==> config.mk <==
export PLATFORM = sky130hd
export DESIGN_NAME = variable_length_encoder_flat
export DESIGN_NICKNAME = d
export VERILOG_FILES = /design/src/rtl/variable_length_encoder_if.sv /design/src/rtl/variable_length_encoder.sv /design/src/flat_wrapper.sv
export SDC_FILE = /design/constraint.sdc
export NUM_CORES = 1
export LEC_CHECK = 0
export ABC_AREA = 0
export BUFFER_PORTS_ARGS = -buffer_cell sky130_fd_sc_hd__clkbuf_2
export CORE_ASPECT_RATIO = 1.75
export CORE_UTILIZATION = 55
export DETAILED_ROUTE_END_ITERATION = 7
export GPL_TIMING_DRIVEN = 0
export PLACE_DENSITY_LB_ADDON = 0.08
export SLEW_MARGIN = 25
export SYNTH_ARGS = -nofsm -noshare
export SYNTH_HDL_FRONTEND = slang
export SYNTH_SLANG_ARGS = --single-unit
==> constraint.sdc <==
create_clock -name clk -period 2.9 [get_ports clk]
set_input_delay 0 -clock clk [delete_from_list [all_inputs] [get_ports clk]]
set_output_delay 0 -clock clk [all_outputs]
set_load 0.005 [all_outputs]
==> src/rtl/variable_length_encoder_if.sv <==
// rtl/variable_length_encoder_if.sv - code-in / word-out bundle for the variable-length bit packer
//
// Signals (directions as seen by the packer, modport slave):
//   push, d, len, flush   in   code stream and flush request from the producer
//   full, size            out  back-pressure and current fill count in bits
//   q, q_valid, q_ready   out/out/in  packed word stream with valid/ready handshake
//   flush_done            out  one-cycle pulse when a flush has drained
// The producer/consumer side uses modport master.

interface variable_length_encoder_if #(
    parameter int WIDTH_IN     = 8,
    parameter int WIDTH_OUT    = 8,
    parameter int BUFFER_WIDTH = 16
);
    localparam int LEN_W  = $clog2(WIDTH_IN) + 1;
    localparam int SIZE_W = $clog2(BUFFER_WIDTH) + 1;

    logic                 push;
    logic [WIDTH_IN-1:0]  d;
    logic [LEN_W-1:0]     len;
    logic                 flush;
    logic                 full;
    logic [SIZE_W-1:0]    size;
    logic [WIDTH_OUT-1:0] q;
    logic                 q_valid;
    logic                 q_ready;
    logic                 flush_done;

    modport master (
        output push, d, len, flush, q_ready,
        input  full, size, q, q_valid, flush_done
    );

    modport slave (
        input  push, d, len, flush, q_ready,
        output full, size, q, q_valid, flush_done
    );
endinterface

==> src/rtl/variable_length_encoder.sv <==
// rtl/variable_length_encoder.sv - LSB-first bit packer from variable-length codes to fixed-width words
//
// Ports:
//   clk  rising-edge clock
//   rst  synchronous, active-high reset
//   bus  variable_length_encoder_if.slave: push/d/len/flush in, full/size out,
//        q/q_valid/q_ready word stream, flush_done pulse
// Codes are appended at bit position fill of the buffer; the low WIDTH_OUT
// bits of the buffer are the presented word. All outputs come from registers.

module variable_length_encoder #(
    parameter int WIDTH_IN     = 8,
    parameter int WIDTH_OUT    = 8,
    parameter int BUFFER_WIDTH = 16
) (
    input  logic                        clk,
    input  logic                        rst,
    variable_length_encoder_if.slave    bus
);
    localparam int SIZE_W = $clog2(BUFFER_WIDTH) + 1;

    localparam logic [SIZE_W-1:0]   WO_S    = SIZE_W'(WIDTH_OUT);
    localparam logic [SIZE_W-1:0]   FULL_TH = SIZE_W'(BUFFER_WIDTH - WIDTH_IN);
    localparam logic [WIDTH_IN-1:0] ONES    = '1;

    typedef enum logic [1:0] {
        ST_RUN,
        ST_FLUSH,
        ST_DONE
    } state_t;

    state_t                  state_q, state_d;
    logic [BUFFER_WIDTH-1:0] buffer_q, buffer_d;
    logic [SIZE_W-1:0]       fill_q, fill_d;

    logic                    full_w;
    logic                    q_valid_w;
    logic                    pop;
    logic                    acc;
    logic [WIDTH_IN-1:0]     d_masked;
    logic [BUFFER_WIDTH-1:0] buf_pop;
    logic [BUFFER_WIDTH-1:0] buf_push;
    logic [SIZE_W-1:0]       fill_pop;
    logic [SIZE_W-1:0]       fill_push;

    always_ff @(posedge clk) begin
        if (rst) begin
            state_q  <= ST_RUN;
            buffer_q <= '0;
            fill_q   <= '0;
        end else begin
            state_q  <= state_d;
            buffer_q <= buffer_d;
            fill_q   <= fill_d;
        end
    end

    // Status outputs depend on registered state only.
    always_comb begin
        full_w    = (fill_q > FULL_TH) || (state_q != ST_RUN);
        q_valid_w = 1'b0;
        case (state_q)
            ST_RUN:   q_valid_w = (fill_q >= WO_S);
            ST_FLUSH: q_valid_w = (fill_q != '0);
            default:  q_valid_w = 1'b0;
        endcase
    end

    assign bus.full       = full_w;
    assign bus.q_valid    = q_valid_w;
    assign bus.q          = buffer_q[WIDTH_OUT-1:0];
    assign bus.size       = fill_q;
    assign bus.flush_done = (state_q == ST_DONE);

    always_comb begin
        state_d   = state_q;
        buffer_d  = buffer_q;
        fill_d    = fill_q;

        pop       = q_valid_w & bus.q_ready;
        acc       = bus.push & ~full_w;

        // Shifting all-ones by len leaves exactly len low ones; len == WIDTH_IN keeps every bit.
        d_masked  = bus.d & ~(ONES << bus.len);

        // Pop first: in FLUSH the final partial word may hold fewer than WIDTH_OUT bits.
        buf_pop   = pop ? (buffer_q >> WIDTH_OUT) : buffer_q;
        fill_pop  = fill_q;
        if (pop) begin
            fill_pop = (fill_q > WO_S) ? (fill_q - WO_S) : '0;
        end

        // Then push at the post-pop fill position.
        buf_push  = buf_pop;
        fill_push = fill_pop;
        if (acc) begin
            buf_push  = buf_pop | (BUFFER_WIDTH'(d_masked) << fill_pop);
            fill_push = fill_pop + SIZE_W'(bus.len);
        end

        case (state_q)
            ST_RUN: begin
                buffer_d = buf_push;
                fill_d   = fill_push;
                if (bus.flush) begin
                    state_d = ST_FLUSH;
                end
            end
            ST_FLUSH: begin
                if ((fill_q == '0) || (pop && (fill_q <= WO_S))) begin
                    state_d  = ST_DONE;
                    buffer_d = '0;
                    fill_d   = '0;
                end else begin
                    buffer_d = buf_pop;
                    fill_d   = fill_pop;
                end
            end
            ST_DONE: begin
                state_d = ST_RUN;
            end
            default: begin
                state_d  = ST_RUN;
                buffer_d = '0;
                fill_d   = '0;
            end
        endcase
    end
endmodule

==> src/flat_wrapper.sv <==
// flat-port wrapper written by rule: the top's interface ports become plain ports
module variable_length_encoder_flat 
#(
    parameter int WIDTH_IN     = 8,
    parameter int WIDTH_OUT    = 8,
    parameter int BUFFER_WIDTH = 16
)
  (clk, rst, bus_push, bus_d, bus_len, bus_flush, bus_q_ready, bus_full, bus_size, bus_q, bus_q_valid, bus_flush_done);
  variable_length_encoder_if #(.WIDTH_IN(WIDTH_IN), .WIDTH_OUT(WIDTH_OUT), .BUFFER_WIDTH(BUFFER_WIDTH)) bus_i ();
  input  logic clk;
  input  logic rst;
  input wire logic [$bits(bus_i.push)-1:0] bus_push;
  input wire logic [$bits(bus_i.d)-1:0] bus_d;
  input wire logic [$bits(bus_i.len)-1:0] bus_len;
  input wire logic [$bits(bus_i.flush)-1:0] bus_flush;
  input wire logic [$bits(bus_i.q_ready)-1:0] bus_q_ready;
  output wire logic [$bits(bus_i.full)-1:0] bus_full;
  output wire logic [$bits(bus_i.size)-1:0] bus_size;
  output wire logic [$bits(bus_i.q)-1:0] bus_q;
  output wire logic [$bits(bus_i.q_valid)-1:0] bus_q_valid;
  output wire logic [$bits(bus_i.flush_done)-1:0] bus_flush_done;
  assign bus_i.push = bus_push;
  assign bus_i.d = bus_d;
  assign bus_i.len = bus_len;
  assign bus_i.flush = bus_flush;
  assign bus_i.q_ready = bus_q_ready;
  assign bus_full = bus_i.full;
  assign bus_size = bus_i.size;
  assign bus_q = bus_i.q;
  assign bus_q_valid = bus_i.q_valid;
  assign bus_flush_done = bus_i.flush_done;
  variable_length_encoder #(.WIDTH_IN(WIDTH_IN), .WIDTH_OUT(WIDTH_OUT), .BUFFER_WIDTH(BUFFER_WIDTH)) u_core (.clk(clk), .rst(rst), .bus(bus_i));
endmodule
; ---- Yosys cells after proc, flatten, opt, wreduce, memory -nomap -nowiden
; Cells that the tools add are included.
[word_totals]
out_inout_bits = 16
latchBits = 0
register_bits = 23
rom_bits = 0
n_memories = 0
elab_cells = 41
inputBits = 17
mem_bits_rw = 0
[classes]
bitwise = 6
order_cmp = 3
eq_ne = 4
reduce_logical = 8
addsub = 2
n_mul = 0
div = 0
mux = 13
shifts = 2
[op_table]
columns = operator, n
row1 = 2-to-1 mux 16 bit, 3
row2 = one-hot mux 16 bit (3 select lines), 1
row3 = 2-to-1 mux 5 bit, 4
row4 = bitwise OR 16 bit, 1
row5 = left shift 8 x 5 -> 16 bit, 1
row6 = one-hot mux 5 bit (3 select lines), 1
row7 = bitwise AND 8 bit, 1
row8 = inverter 8 bit, 1
row9 = "left shift 8 x 4 -> 8 bit, first input constant", 1
row10 = adder 5 x 4 -> 5 bit, 1
row11 = ">= comparator 5 x 4 -> 1 bit, second input constant", 1
row12 = "greater-than comparator 5 x 4 -> 1 bit, second input constant", 1
row13 = "less-or-equal comparator 5 x 4 -> 1 bit, second input constant", 1
row14 = logical NOT 5 bit, 1
row15 = nonzero test 5 bit, 1
row16 = "subtractor 5 x 4 -> 5 bit, second input constant", 1
row17 = 2-to-1 mux 2 bit, 2
row18 = one-hot mux 2 bit (2 select lines), 1
row19 = bitwise AND 1 bit, 2
row20 = "equality test 2 x 1 -> 1 bit, second input constant", 1
row21 = "equality test 2 bit, second input constant", 1
row22 = logical NOT 2 bit, 1
row23 = logical OR 1 bit, 2
row24 = "!= test 2 x 1 -> 1 bit, second input constant", 1
row25 = other kinds (6), 6

; ---- Depth between registers and ports, before layout
; Gate-level depths: netlist of run 1.
[depth]
word_depth = 8
ltp_mapped = 10
ltp_nobuf = 9

; ---- Worst setup path after synthesis of run 1
; No wires, ideal clock.
[synth_path]
path_type = register -> register
start = reg u_core.fill_q[3], in the netlist u_core.bus.size[3]
end = reg u_core.fill_q[4], in the netlist u_core.bus.size[4]
setup_slack_ns = 0.809
period_less_slack_ns = 2.091
path_buffers = 1
arrival_time_ns = 1.960
path_stages_with_launch = 11
required_ns = 2.769
setup_ns = 0.131
path_cell_list = dfxtp_1 or2_1 buf_6 o21ai_2 inv_1 ha_1 ha_1 a21o_1 a21o_1 a221oi_1 nor3_1
[synth_between]
elab_chain_cells = 7
word_cells_on_any_way = 19
classes_between = add/sub: 2 / order compare: 3 / mux: 6 / bitwise: 3 / reduce/logical: 5
[synth_rtl]
columns = item, line_no
row1 = start: declaration, variable_length_encoder.sv:34  ; logic [SIZE_W-1:0] fill_q, fill_d;
row2 = start signal: assignment, variable_length_encoder.sv:54  ; fill_q <= fill_d;
row3 = >= comparator 5 x 4 -> 1 bit / nonzero test 5 bit (equally long branches), "variable_length_encoder.sv:63, variable_length_encoder.sv:64"
row4 = one-hot mux 1 bit (2 select lines), variable_length_encoder.sv:62  ; case (state_q)
row5 = bitwise AND 1 bit, variable_length_encoder.sv:80  ; pop = q_valid_w & bus.q_ready;
row6 = 2-to-1 mux 5 bit / logical AND 1 bit (equally long branches), "variable_length_encoder.sv:89, variable_length_encoder.sv:110"
row7 = adder 5 x 4 -> 5 bit / logical OR 1 bit (equally long branches), "variable_length_encoder.sv:98, variable_length_encoder.sv:110"
row8 = 2-to-1 mux 5 bit (on tied branches), "variable_length_encoder.sv:96, variable_length_encoder.sv:110"
row9 = one-hot mux 5 bit (3 select lines) (*), variable_length_encoder.sv:101  ; case (state_q)
; Mark *: on every way between the ends. The rest lies on a longest branch, timed or not.
; A chain may end at the register's enable or synchronous reset.

; ---- Worst setup path after layout of run 1
[layout_path]
start = reg u_core.fill_q[0], in the netlist u_core.bus.size[0]
end = reg u_core.buffer_q[7]
[layout_between]
elab_chain_cells = 8
word_cells_on_any_way = 21
classes_between = add/sub: 1 / order compare: 3 / shift: 1 / mux: 7 / bitwise: 4 / reduce/logical: 5
[layout_rtl]
columns = item, line_no
row1 = >= comparator 5 x 4 -> 1 bit / nonzero test 5 bit (equally long branches), "variable_length_encoder.sv:63, variable_length_encoder.sv:64"
row2 = one-hot mux 1 bit (2 select lines), variable_length_encoder.sv:62
row3 = bitwise AND 1 bit, variable_length_encoder.sv:80
row4 = 2-to-1 mux 5 bit, variable_length_encoder.sv:89  ; if (pop) begin
row5 = left shift 8 x 5 -> 16 bit, variable_length_encoder.sv:97  ; buf_push = buf_pop | (BUFFER_WIDTH'(d_masked) << fill_pop);
row6 = bitwise OR 16 bit, variable_length_encoder.sv:97
row7 = 2-to-1 mux 16 bit, variable_length_encoder.sv:96  ; if (acc) begin
row8 = one-hot mux 16 bit (3 select lines) (*), variable_length_encoder.sv:101
row9 = end signal: assignment, variable_length_encoder.sv:53  ; buffer_q <= buffer_d;
row10 = end: declaration, variable_length_encoder.sv:33  ; logic [BUFFER_WIDTH-1:0] buffer_q, buffer_d;
; Marked as above.

==> results of run 1 <==
==> timing repair <==
| action | in CTS | in global routing |
|---|---|---|
| setup buffers | 0 | 0 |
| hold endpoints to repair | 1 | 0 |
| hold buffers | 1 | 0 |
==> worst paths after layout <==
check                                          end                        startpoint  cells after the start
setup / recovery   u_core.buffer_q[7]$_SDFFE_PP0N_   u_core.bus.size[0]$_SDFFE_PP0N_                      7
hold / removal     u_core.buffer_q[3]$_SDFFE_PP0N_                          bus_push                      4
setup reg to reg   u_core.buffer_q[7]$_SDFFE_PP0N_   u_core.bus.size[0]$_SDFFE_PP0N_                      7
hold reg to reg   u_core.buffer_q[15]$_SDFFE_PP0N_  u_core.buffer_q[15]$_SDFFE_PP0N_                      2
==> sequential cells by signal, indices dropped and copies added (netlist names) <==
name,count
u_core.buffer_q,16
u_core.state_q,2
u_core.bus.size,5
==> worst max-delay path: cells and delay by family, from the launching register on <==
kind	cells	cell delay [ns]
buffers and inverters	1	0.13
DFF	1	0.32
muxes	1	0.27
and+or+nand+nor	2	0.68
AOI/OAI and AO/OA	3	0.82
==> final cells by class <==
| class | instances | area, µm² |
|---|---|---|
| buffer | 22 | 139 |
| fill | 290 | 1050 |
| sequential | 23 | 460 |
| tap | 43 | 53.8 |
| multi-input combinational | 179 | 1260 |
| inverter | 11 | 41.3 |
| timing repair buffer | 32 | 165 |
| clock buffer | 4 | 45.0 |
==> per-stage QoR <==
stage               instance area (µm²)  setup WS (ns)  power, mW
global route                       2160          0.361       1.15
finish                             2160          0.524       1.08
CTS                                2160          0.552       1.08
global placement                   2100          0.603      0.869
floorplan                          1890          0.809      0.737
detailed placement                 2110          0.577      0.875
==> synthesized netlist by cell type (3+ instances only) <==
cell and count:
buf_4 8, ha_1 4, buf_6 3, dfxtp_1 23
nand2b_1 3, a211oi_1 4, nand3_1 7, nor2_1 19
o22ai_1 7, buf_2 3, clkbuf_1 8, o211ai_1 6
mux2i_1 3, o21ai_0 10, inv_1 9, a222oi_1 3
a21o_1 6, nand2_1 17, nor3_1 6, a21oi_1 14
a221oi_1 3, o32ai_1 3, a22oi_1 11
==> cell usage in the layout (no fill, tap or decap), types with 3 or more instances in the layout <==
master and count:
a211oi_1 4, a21o_1 6, a21oi_1 14, a221oi_1 3
a222oi_1 3, a22oi_1 11, buf_2 3, buf_4 8
buf_6 3, clkbuf_1 9, clkbuf_2 31, clkbuf_8 3
dfxtp_1 23, ha_1 4, inv_1 9, mux2i_1 3
nand2_1 17, nand2b_1 3, nand3_1 7, nor2_1 19
nor3_1 6, o211ai_1 6, o21ai_0 10, o22ai_1 7
o32ai_1 3
==> layer usage <==
| layer | track usage | share of wire | vias to the layer above |
|---|---|---|---|
| met4 | 0.159 | 0.040 | 0 |
| met3 | 0.0158 | 0.052 | 19 |
| met5 | 0 | 0 | - |
| li1 | - | - | 964 |
| met2 | 0.554 | 0.54 | 75 |
| met1 | 0.337 | 0.37 | 930 |
==> cells by family (layout without fill, tap and decap cells) <==
| kind of cell | Yosys count | after routing | share of synthesized area |
|---|---|---|---|
| compound gates | 94 | 94 | 0.375 |
| simple gates | 73 | 73 | 0.212 |
| buf+inv | 33 | 69 | 0.0952 |
| flops | 23 | 23 | 0.243 |
| fa+ha+maj | 5 | 5 | 0.0317 |
| mux | 5 | 5 | 0.0337 |
| xor+xnor | 2 | 2 | 0.00926 |
==> power groups by stage <==
stage,Combinational [mW],Sequential [mW],Clock (mW)
finish,0.500,0.375,0.207
global route,0.549,0.379,0.223
CTS,0.496,0.375,0.206
detailed placement,0.493,0.382,0
global placement,0.487,0.382,0
floorplan,0.362,0.376,0
==> impl_metrics.yaml, run 1 <==
setup_path:
  slowest_stage: "a221oi_1"
  cp.required_ns: 3.03
  cp-start-kind: "flop"
  crit_fanout: 8
  critPathMaxStageDelay_ns: 0.53
  critical_path_class: "flop to flop"
  cp.arrival_ns: 2.51
  path_cells: "buf_6, nor3_1, o22ai_2, and2_4, a221oi_1, mux2_2, o22ai_1"
  end_kind: "flop"
  reg2reg_slack_ns: 0.52
placed_design:
  hpwl_um: 4040
  place_congestion: 0.907
  portBuffers: 31
  dp.cells: 309
logic_synthesis:
  ys.flop_type: "dfxtp_1"
  ys_seq_area_frac: 0.243
  ys_ff_latch: 23
  synth_top_area_share: 0.243
  syn_area_um2: 1890
  synth_cells: 235
  synth.area.top_cells: "dfxtp_1 (24%), a22oi_1 (4.4%), nor2_1 (3.8%), a21oi_1 (3.7%), nand2_1 (3.4%)"
  yosysTopAreaCell: "dfxtp_1"
  syn_nets: 256
  synth.avg_cell_area_um2: 8.05
  async_flop_share: 0
  ys_warn_count: 0
  synth_cell_types: 65
  synth-edff-count: 0
grt:
  antenna_found_initial: 0
  grt_pass1_wl_um: 8420
  grt_use_total: 0.309
  grt_pass1_vias: 1851
  grt_max_degree: 13
  global_route.overflow_total: 0
sta:
  fin_crit_sh: 0.819
  rsz0062_at_grt: "no"
  worstMarginPinSlew_ns: 0.651
  max_freq_mhz: 421
  period_needed_ns: 2.38
  setup_viol: 0
  hold_viol: 0
  setup_tns_ns: 0
  holdWs_ns: 0.0851
  skew_ns: 0.00662
  slew_headroom: 0.562
  report.final.slew_viol_count: 0
status:
  status: "complete, no violations"
floorplan:
  fp.dieW_um: 46.3
  row_count: 27
  start_util: 0.589
  die_h_um: 79.6
  fp.coreArea_um2: 3210
  ios: 33
  die-area_um2: 3690
detailed_routing:
  via_per_inst: 6.33
  via_count: 1988
  drt_iter0_drc: 69
  drc_errors: 0
  ant_nets: 0
  dr.pass1.iters: 5
  wire_per_inst_um: 16.8
  wl_um: 5280
power:
  ir_drop_v: 0.000303
  clkPwrFrac: 0.191
  p_int_mw: 0.654
  pwr-share-comb: 0.462
  power-per-cell-area_nw_per_um2: 501
  leakagePower_nw: 0.903
  p_seq_frac: 0.347
  switching_share: 0.396
  power.switching_mw: 0.428
clock_network:
  cts_resized: 0
  cts_buffers: 3
  clockBufferDepth: 2
  clockRootBuffer: "clkbuf_8"
  h-tree-depth: 1
  clock_latency_ns: 0.27
  clk_pin_slew_ns: 0.09
  cts_tree: "yes"
  clkSinkCount: 23
cells_and_area:
  fin_nets: 293
  antennaDiodeCount: 0
  final_cells: 314
  area_growth_pct: 14.3
  drive_gt1_frac: 0.255
  fin_util: 0.674
hold_path:
  hp-class: "primary input to flop"
job:
  maxCapViolations: 0
Note: power is estimated with default switching activity, not from simulation.
==> inputs of run 2 (changes only) <==
clock period = 2.3 ns   (was 2.9 ns; I/O delays follow)
==> run 2 against run 1 <==
Compared with the run above: clock power increased by 25%; final area increased by 0.75%; highest routed layer unchanged; core utilization increased by 0.51 points; sequential power increased by 28%; die area unchanged; clock-buffer cell count unchanged; via count decreased by 0.35%; global-route usage unchanged; power increased by 26%; critical path type unchanged; combinational power increased by 26%.
==> impl_metrics.yaml, run 2 (synthesis gave the netlist of run 1 again) <==
hold_path:
  hold_path_end: "u_core.buffer_q[3]$_SDFFE_PP0N_"
  holdCritStartpoint: "bus_push"
  hold_depth: 4
  hp-class: "primary input to flop"
cells_and_area:
  area_growth_pct: 15.1
  fin_nets: 292
  multiInputGateArea_um2: 1270
  mostFrequentLayoutCells: "clkbuf_2 (32), dfxtp_1 (20), nor2_1 (19)"
  seq_area_um2: 464
  fillCellCount: 286
  drive_gt1_frac: 0.281
  antennaDiodeCount: 0
  top_register: "u_core.buffer_q"
  layout_commonest_cell: "clkbuf_2"
  fin_util: 0.679
  largest_register_ffs: 16
setup_path:
  reg2reg_from: "u_core.bus.size[4]$_SDFFE_PP0N_"
  path_cells: "or2_1, buf_6, o21ai_2, inv_1, ha_1, ha_1, a21o_1, a21o_1, a221oi_1, nor3_1"
  end_kind: "flop"
  worst-r2r-cell-count: 10
  crit_fanout: 8
  critical_path_class: "flop to flop"
  critPathMaxStageDelay_ns: 0.37
  cp.required_ns: 2.44
  reg2reg_slack_ns: 0.10
  cp.arrival_ns: 2.34
  cp-start-kind: "flop"
  slowest_stage: "dfxtp_2"
  r2r_end: "u_core.bus.size[4]$_SDFFE_PP0N_"
clock_network:
  clk_pin_slew_ns: 0.09
  clkSinkCount: 23
  clockRootBuffer: "clkbuf_8"
  cts_tree: "yes"
  cts_buffers: 3
  clock_latency_ns: 0.27
  clockBufferDepth: 2
  cts_setup_buffers: 0
  h-tree-depth: 1
sta:
  slew_headroom: 0.545
  worstMarginPinSlew_ns: 0.675
  setup_viol: 0
  rsz0062_at_grt: "no"
  max_freq_mhz: 455
  fin_crit_sh: 0.956
  period_needed_ns: 2.20
  skew_ns: 0.00648
  report.final.slew_viol_count: 0
  setup_tns_ns: 0
  hold_viol: 0
grt:
  grt_pass1_wl_um: 8420
  antenna_found_initial: 0
  grt_max_degree: 13
  grt_pass1_vias: 1853
  grt_use_total: 0.309
  global_route.overflow_total: 0
placed_design:
  hpwl_um: 4040
  place_congestion: 0.907
  portBuffers: 31
floorplan:
  row_count: 27
  die-area_um2: 3690
  fp.dieW_um: 46.3
  start_util: 0.589
  ios: 33
  fp.coreArea_um2: 3210
  die_h_um: 79.6
detailed_routing:
  wl_um: 5250
  ant_nets: 0
  wire_per_inst_um: 16.8
  drc_errors: 0
  drt_iter0_drc: 104
  via_count: 1981
  dr.pass1.iters: 5
  via_per_inst: 6.33
power:
  power-per-cell-area_nw_per_um2: 628
  ir_drop_v: 0.000384
  leakagePower_nw: 0.911
status:
  status: "complete, no violations"
job:
  maxCapViolations: 0
-- run 2: power by group --
part | total [mW] | switching (mW) | internal [mW] | leakage [nW]
clock | 0.258 | 0.134 | 0.124 | 0.0228
sequential | 0.479 | 0.0402 | 0.438 | 0.189
combinational | 0.632 | 0.366 | 0.266 | 0.700
total | 1.37 | 0.540 | 0.829 | 0.911
-- run 2: worst max-delay path, delay by kind of cell (launching register included) --
kind	cells	cell delay, ns
flops	1	0.37
compound gates	4	0.75
buf+inv	2	0.23
fa+ha+maj	2	0.38
simple gates	2	0.33
-- run 2: layout make-up --
type | instances | share of cell area
Buffer | 21 | 0.0626
Clock buffer | 4 | 0.0207
Inverter | 11 | 0.0190
Multi-Input combinational cell | 179 | 0.584
Sequential cell | 23 | 0.213
Tap cell | 43 | 0.0247
Timing Repair Buffer | 32 | 0.0758
-- run 2: repair_timing --
item	CTS	global route
hold endpoints to repair	1	0
resized for setup	1	7
endpoints found under the setup margin	2	3
hold buffers	1	0
-- run 2: metal layers --
| metal | wire (µm) | GRT usage | up-vias |
|---|---|---|---|
| li1 | - | - | 965 |
| met4 | 192 | 0.159 | 0 |
| met5 | 0 | 0 | - |
| met3 | 245 | 0.0158 | 17 |
| met1 | 1930 | 0.337 | 921 |
| met2 | 2880 | 0.554 | 78 |
-- run 2: through the flow --
step                cells  hold slack [ns]  instance area [µm²]  setup WS, ns  power (mW)
floorplan             235            0.173                 1890         0.209       0.930
global placement      309            0.272                 2100       0.00301        1.10
detailed placement    309            0.281                 2110       -0.0233        1.10
CTS                   313           0.0877                 2160        0.0417        1.36
global route          313            0.105                 2180        0.0120        1.46
finish                313           0.0872                 2180         0.101        1.37
-- run 2: worst max path at each step --
stage | startpoint | endpoint | cells past startpoint
6_report | u_core.bus.size[4]$_SDFFE_PP0N_ | u_core.bus.size[4]$_SDFFE_PP0N_ | 10
5_1_grt | u_core.bus.size[4]$_SDFFE_PP0N_ | u_core.bus.size[4]$_SDFFE_PP0N_ | 10
4_1_cts | u_core.bus.size[4]$_SDFFE_PP0N_ | u_core.bus.size[4]$_SDFFE_PP0N_ | 10
3_5_place_dp | u_core.state_q[1]$_SDFFE_PP0P_ | u_core.bus.size[3]$_SDFFE_PP0N_ | 7
3_3_place_gp | u_core.state_q[1]$_SDFFE_PP0P_ | u_core.bus.size[3]$_SDFFE_PP0N_ | 7
2_1_floorplan | u_core.bus.size[3]$_SDFFE_PP0N_ | u_core.bus.size[4]$_SDFFE_PP0N_ | 10
==> inputs of run 3 (changes only) <==
ABC_CLOCK_PERIOD_IN_PS = 2500   (was unset)
clock period = 2.5 ns   (was 2.3 ns; I/O delays follow)
==> run 3 against run 2 <==
Compared with the run above: non-clock buffer count unchanged; worst hold slack about the same; via count decreased by 0.10%; global-route usage unchanged; critical path depth decreased by 3; power decreased by 8.4%; largest cell class unchanged; largest power group unchanged; highest routed layer unchanged.
==> impl_metrics.yaml, run 3 (synthesis gave the netlist of run 1 again) <==
power:
  power-per-cell-area_nw_per_um2: 580
  ir_drop_v: 0.000351
  leakagePower_nw: 0.903
  finalPower_mw: 1.25
setup_path:
  cp.arrival_ns: 2.47
  path_cells: "or2_1, buf_6, o21a_1, a22o_1, a221oi_1, mux2_2, o22ai_1"
  critical_path_class: "flop to flop"
  setup.worst_path.start: "u_core.bus.size[4]$_SDFFE_PP0N_"
  worst-r2r-cell-count: 7
  cp-start-kind: "flop"
  reg2reg_from: "u_core.bus.size[4]$_SDFFE_PP0N_"
  crit_fanout: 8
  end_kind: "flop"
  slowest_stage: "a221oi_1"
  critPathMaxStageDelay_ns: 0.56
  cp.required_ns: 2.63
floorplan:
  row_count: 27
  start_util: 0.589
  fp.coreArea_um2: 3210
  fp.dieW_um: 46.3
  die_h_um: 79.6
  ios: 33
  die-area_um2: 3690
cells_and_area:
  drive_gt1_frac: 0.259
  top_register: "u_core.buffer_q"
  fin_nets: 292
  mostFrequentLayoutCells: "clkbuf_2 (31), dfxtp_1 (23), nor2_1 (19)"
  layout_commonest_cell: "clkbuf_2"
  fin_util: 0.674
  largest_register_ffs: 16
  antennaDiodeCount: 0
  area_growth_pct: 14.4
hold_path:
  hp-class: "primary input to flop"
  hold_depth: 4
  holdCritStartpoint: "bus_push"
clock_network:
  cts_tree: "yes"
  clk_pin_slew_ns: 0.08
  clockRootBuffer: "clkbuf_8"
  h-tree-depth: 1
  clockBufferDepth: 2
  clkSinkCount: 23
  cts_buffers: 3
  clock_latency_ns: 0.27
job:
  maxCapViolations: 0
detailed_routing:
  wl_um: 5240
  dr.pass1.iters: 4
  via_per_inst: 6.32
  via_count: 1979
  drc_errors: 0
  wire_per_inst_um: 16.7
  drt_iter0_drc: 100
  ant_nets: 0
sta:
  fin_crit_sh: 0.935
  max_freq_mhz: 428
  period_needed_ns: 2.34
  hold_viol: 0
  skew_ns: 0.00522
  setup_viol: 0
  setup_tns_ns: 0
  rsz0062_at_grt: "no"
  slew_headroom: 0.558
  report.final.slew_viol_count: 0
  worstMarginPinSlew_ns: 0.655
placed_design:
  place_congestion: 0.907
  hpwl_um: 4040
  portBuffers: 31
status:
  status: "complete, no violations"
grt:
  grt_max_degree: 13
  grt_pass1_wl_um: 8420
  grt_pass1_vias: 1851
  grt_use_total: 0.309
  global_route.overflow_total: 0
  antenna_found_initial: 0
-- run 3: timing repair --
action                                  in CTS  in global routing
resized for setup                            0                  1
hold endpoints to repair                     1                  0
hold buffers                                 1                  0
endpoints found under the setup margin       0                  2
setup buffers                                0                  0
-- run 3: layer usage --
layer / share of wire / vias up / global-route usage
li1: - / 960 / -
met1: 0.36 / 920 / 0.337
met2: 0.55 / 80 / 0.554
met3: 0.057 / 19 / 0.0158
met4: 0.035 / 0 / 0.159
met5: 0 / - / 0
-- run 3: power breakdown --
| group | total (mW) | leakage, nW | internal, mW | switching (mW) |
|---|---|---|---|---|
| clock | 0.237 | 0.0228 | 0.114 | 0.123 |
| sequential | 0.439 | 0.187 | 0.403 | 0.0365 |
| combinational | 0.578 | 0.693 | 0.243 | 0.336 |
-- run 3: area by class of cell --
type | count | area [µm²]
fillers | 289 | 1050
plain buffers | 21 | 135
inverters | 11 | 41.3
flip-flops and latches | 23 | 460
clock buffers | 4 | 45.0
well taps | 43 | 53.8
repair buffers | 32 | 165
multi-input cells | 179 | 1260
-- run 3: worst max-delay path: cells and delay by family, from the launching register on --
kind / cells / cell delay [ns]
AOI/OAI and AO/OA: 4 / 1.11
DFF: 1 / 0.40
muxes: 1 / 0.28
and+or+nand+nor: 1 / 0.27
buffers and inverters: 1 / 0.14
-- run 3: per-stage QoR --
stage / hold WS, ns / area, µm² / instances / setup slack (ns)
after CTS: 0.0877 / 2160 / 314 / 0.152
after detailed placement: 0.281 / 2110 / 309 / 0.177
after floorplan: 0.173 / 1890 / 235 / 0.409
after global placement: 0.272 / 2100 / 309 / 0.203
after global routing: 0.105 / 2160 / 313 / 0.103
final: 0.0872 / 2160 / 313 / 0.162
-- run 3: path summary, 6_finish.rpt --
path	end	slack, ns
setup / recovery	u_core.buffer_q[7]$_SDFFE_PP0N_	0.16
hold / removal	u_core.buffer_q[3]$_SDFFE_PP0N_	0.09
setup reg to reg	u_core.buffer_q[7]$_SDFFE_PP0N_	0.16
hold reg to reg	u_core.buffer_q[15]$_SDFFE_PP0N_	0.46
